--- src/rtl/q_to_w_serializer.sv ---
// q_to_w_serializer: 16-bit word FIFO drained as two bytes, high byte first.
// W/WV are registered (no fall-through): a word pushed into an empty FIFO
// shows its high byte right after the accepting edge.
// Optional build macro QTW_PARITY_EN adds WP, registered odd parity over W.
module q_to_w_serializer #(
  parameter int DEPTH = 4
) (
  input  logic                     CLK,
  input  logic                     RESETN,
  input  logic [15:0]              Q,
  input  logic                     QV,
  output logic                     QR,
  output logic [7:0]               W,
  output logic                     WV,
  input  logic                     WR,
  output logic [$clog2(DEPTH):0]   COUNT
`ifdef QTW_PARITY_EN
  ,
  output logic                     WP
`endif
);

  localparam int AW = $clog2(DEPTH);
  localparam int CW = AW + 1;

  typedef enum logic [1:0] {S_EMPTY = 2'd0, S_HI = 2'd1, S_LO = 2'd2} state_t;

  logic [15:0]   mem [DEPTH];
  logic [AW-1:0] wptr_q, wptr_d, rptr_q, rptr_d;
  logic [CW-1:0] count_q, count_d, remain;
  state_t        state_q, state_d;
  logic [7:0]    w_q, w_d;
  logic          wv_q, wv_d;
  logic [15:0]   head_d;
  logic          push, xfer, pop;

  // Handshake decode: ready comes from registered occupancy only, so a full
  // FIFO never takes a word on the same edge it pops one.
  assign QR     = (count_q != CW'(DEPTH));
  assign push   = QV & QR;
  assign xfer   = wv_q & WR;
  assign pop    = xfer & (state_q == S_LO);
  assign remain = count_q - CW'(pop);

  // Next pointers/occupancy and the word that will be at the head after this edge.
  // If nothing older survives the pop, the head is the incoming word itself.
  always_comb begin
    count_d = count_q + CW'(push) - CW'(pop);
    wptr_d  = wptr_q + AW'(push);
    rptr_d  = rptr_q + AW'(pop);
    head_d  = (remain == '0) ? Q : mem[rptr_d];
  end

  // Storage write; contents are deliberately not reset.
  always_ff @(posedge CLK) begin
    if (push) mem[wptr_q] <= Q;
  end

  // Pointer and occupancy registers.
  always_ff @(posedge CLK or negedge RESETN) begin
    if (!RESETN) begin
      wptr_q  <= '0;
      rptr_q  <= '0;
      count_q <= '0;
    end else begin
      wptr_q  <= wptr_d;
      rptr_q  <= rptr_d;
      count_q <= count_d;
    end
  end

  // FSM state register.
  always_ff @(posedge CLK or negedge RESETN) begin
    if (!RESETN) state_q <= S_EMPTY;
    else         state_q <= state_d;
  end

  // FSM next state: EMPTY -> HI on first word, HI -> LO on a byte, LO -> HI/EMPTY on pop.
  always_comb begin
    state_d = state_q;
    case (state_q)
      S_EMPTY: if (push) state_d = S_HI;
      S_HI:    if (xfer) state_d = S_LO;
      S_LO:    if (xfer) state_d = (count_d != '0) ? S_HI : S_EMPTY;
      default: state_d = S_EMPTY;
    endcase
  end

  // FSM outputs, computed for the next state so W/WV can be registered.
  // Staying in HI or LO re-selects the same head byte, which keeps W stable on stalls.
  always_comb begin
    w_d  = 8'h00;
    wv_d = 1'b0;
    case (state_d)
      S_HI: begin w_d = head_d[15:8]; wv_d = 1'b1; end
      S_LO: begin w_d = head_d[7:0];  wv_d = 1'b1; end
      default: begin w_d = 8'h00; wv_d = 1'b0; end
    endcase
  end

  // Output registers.
  always_ff @(posedge CLK or negedge RESETN) begin
    if (!RESETN) begin
      w_q  <= 8'h00;
      wv_q <= 1'b0;
    end else begin
      w_q  <= w_d;
      wv_q <= wv_d;
    end
  end

  assign W     = w_q;
  assign WV    = wv_q;
  assign COUNT = count_q;

`ifdef QTW_PARITY_EN
  logic wp_q;
  // Odd parity registered alongside W: W plus WP always has an odd number of ones.
  always_ff @(posedge CLK or negedge RESETN) begin
    if (!RESETN) wp_q <= 1'b1;
    else         wp_q <= ~^w_d;
  end
  assign WP = wp_q;
`endif

endmodule

--- config.mk ---
export PLATFORM = sky130hd
export DESIGN_NAME = q_to_w_serializer
export DESIGN_NICKNAME = d
export VERILOG_FILES = /design/src/rtl/q_to_w_serializer.sv
export SDC_FILE = /design/constraint.sdc
export NUM_CORES = 1
export LEC_CHECK = 0
export ABC_CLOCK_PERIOD_IN_PS = 3750
export BUFFER_PORTS_ARGS = -buffer_cell sky130_fd_sc_hd__buf_2
export CAP_MARGIN = 20
export CORE_MARGIN = 8
export CORE_UTILIZATION = 58
export DETAILED_ROUTE_END_ITERATION = 10
export PLACE_DENSITY = 0.89
export SKIP_CTS_REPAIR_TIMING = 1
export SLEW_MARGIN = 20
export SYNTH_ARGS = -nofsm -noshare
export SYNTH_HDL_FRONTEND = slang
export SYNTH_SLANG_ARGS = --single-unit
--- constraint.sdc ---
create_clock -name CLK -period 3.75 [get_ports CLK]
set_input_delay 0.375 -clock CLK [delete_from_list [all_inputs] [get_ports CLK]]
set_output_delay 0.375 -clock CLK [all_outputs]
set_load 0.1 [all_outputs]
==> impl_metrics.tcl <==
set metrics [dict create \
    grt_overflow 0 \
    clkLatencyLatePin_ns 0.35 \
    syn-instance-count 197 \
    drive_above_1_share_pct 31.8 \
    area_delta_synth_final_pct 13.1 \
    leakage_uw 0.00141 \
    crit_type "reg2reg" \
    ant_nets 0 \
    peakVddDrop_v 0.000624 \
    std_cell_rows 28 \
    place_ws_ns 0.235 \
    report.final.hold_viol_count 0 \
    grt_pass1_wl_mm 10.0 \
    crit_fanout 10 \
    die_h_um 92.8 \
    ios 33 \
    startpoint_type "flop" \
    end_kind "flop" \
    avgViaCountPerCell 5.81 \
    drtPass1Iterations 5 \
    grt_antenna_before_repair 0 \
    die_x_um 92.8 \
    diodes 0 \
    setup_tns_ns 0 \
    syn_avg_cell_area_um2 17.4 \
    drc_errors 0 \
    cts_buffers 9 \
    wire_per_inst_um 19.7 \
    fin_ws_ns 0.300 \
    port-buffer-count 32 \
    synth_cell_type_count 37 \
    power.density_mw_per_mm2 874 \
    rsz0062_at_grt "no" \
    initial_utilization_pct 58.8 \
    fillers 412 \
    place_area_mm2 0.00368 \
    synth_fp_nets 225 \
    layout_common_cells "edfxtp_1, buf_2, nand2_1" \
    fin_crit_sh_pct 92.0 \
    place.gp.congestion 0.832 \
    final_common_cell "edfxtp_1" \
    grt_max_degree 19 \
    slew_headroom_pct 38.3 \
    htreeDepth 3 \
    core_mm2 0.00582 \
    track_usage_pct 15.8 \
    ys.warnings.count 0 \
    skew_ns 0.0105 \
    min_path_type "in2reg" \
    fin_nets 265 \
    ys_seq_area_share_pct 69.4 \
    dpl.hpwl_mm 4.20 \
    arrival_ns 3.65 \
    critPathRequiredTime_ns 3.95 \
    finalNonFillerCells 317 \
    grt_pass1_vias 1954 \
    status "finished, final reports clean" \
    fmax_ghz 0.290 \
    cts_buffer_depth 2 \
    initialDrtViolationCount 166 \
    vias 1843 \
    cts_root_buf "clkbuf_8" \
    final.min_clock_period_ns 3.45 \
    max-cap-violations 0 \
    slew_violations 0 \
    final_area_mm2 0.00387 \
    clock_sinks 82 \
    dp.cells 300 \
    cts_tree "built" \
    wirelength_mm 6.24 \
    setup-violations-final 0 \
    ys_ff_latch 82 \
    clk_pin_slew_ns 0.08 \
    die_area_mm2 0.00861 \
    tightest_slew_ns 0.922 \
    syn_area_mm2 0.00342 \
]
[routing by layer]
| layer | part of all wire, % | GRT usage, % | up-vias | wire length [um] |
|---|---|---|---|---|
| met5 | 0 | 0 | - | 0 |
| met4 | 2.3 | 7.79 | 0 | 145 |
| met3 | 7.3 | 5.34 | 13 | 456 |
| met2 | 47 | 24.0 | 67 | 2950 |
| met1 | 43 | 19.8 | 911 | 2690 |
| li1 | - | - | 852 | - |
[critical path, stage by stage, from the launching register on]
cell and delay, ns:
dfrtp_2 0.43, or3b_4 0.42, nand2_4 0.12, ha_1 0.23, inv_1 0.06, ha_1 0.15
fa_1 0.45, o311ai_1 0.29, o21ai_1 0.13, o21a_1 0.20, ha_2 0.25, o21a_2 0.18
a21oi_1 0.22, o221ai_1 0.15
[cell usage after synthesis (all sizes together)]
cell     n  area (um2)
buf      8        66.3
dfrtp   18         450
xnor3    1        22.5
or3b     1        8.76
o221ai   8        82.6
edfxtp  64        1920
inv      6        22.5
o21ai    4        20.0
a31oi    1        6.26
a21oi    7        35.0
o21a     3        23.8
and3     1        6.26
mux4    16         379
nand2   19        71.3
nor2b    1        6.26
ha       7        87.6
nand2b   2        12.5
xor2     3        41.3
nand3    8        40.0
or2      1        6.26
clkbuf   1        3.75
and2     1        6.26
fa       1        20.0
nor2     3        11.3
nor3b    1        7.51
nand4    1        6.26
nor3     9        45.0
o311ai   1        8.76
[final timing paths]
check                               from          to  slack (ns)  depth (start not counted)
worst max-delay path            COUNT[0]        W[3]        0.30                         13
worst min-delay path               Q[12]  mem[2][12]        0.25                          1
worst max register to register  COUNT[0]        W[3]        0.30                         13
worst min register to register  COUNT[0]    COUNT[0]        0.59                          1
max in group asynchronous         RESETN    COUNT[2]        2.92                          2
min in group asynchronous         RESETN   wptr_q[1]        0.48                          2
[stage by stage]
step                      util, %  power (uW)  hold WS [ns]
after global placement       63.3        2800         0.321
after global routing         66.5        3560         0.244
after CTS                    66.3        3400       -0.0483
after detailed placement     63.3        2850         0.336
final                        66.5        3380         0.251
after floorplan                 -        2540        0.0794
[registers in the layout, summed over array words and instances (netlist names)]
register  flops
W             8
COUNT         3
state_q       2
rptr_q        2
wptr_q        2
WV            1
mem          64
[report_power, final]
group          internal (uW)  switching (uW)  leakage [uW]  total, uW
clock                    258             299     0.0000786        557
sequential              1230            99.3      0.000809       1330
combinational            513             983      0.000520       1500
total                   2000            1380       0.00141       3380
[cells by family (layout without fill, tap and decap cells)]
kind of cell               count (synthesis)  in the layout  share of synthesized area, %
DFF                                       82             82                          69.4
and+or+nand+nor                           48             48                          6.66
AOI/OAI and AO/OA                         24             24                          5.16
muxes                                     16             16                          11.1
buffers and inverters                     15             60                          2.71
adders and majority gates                  8              8                          3.15
xor gates and xnor gates                   4              4                          1.87
[cell type report]
cell class	count	area (um2)	share of cell area [%]
flip-flops and latches	82	2380	61.5
multi-input cells	100	991	25.6
repair buffers	38	208	5.37
clock buffers	12	145	3.75
well taps	75	93.8	2.43
clock inverters	4	27.5	0.712
inverters	6	22.5	0.583
(Power assumes the default switching activity.)
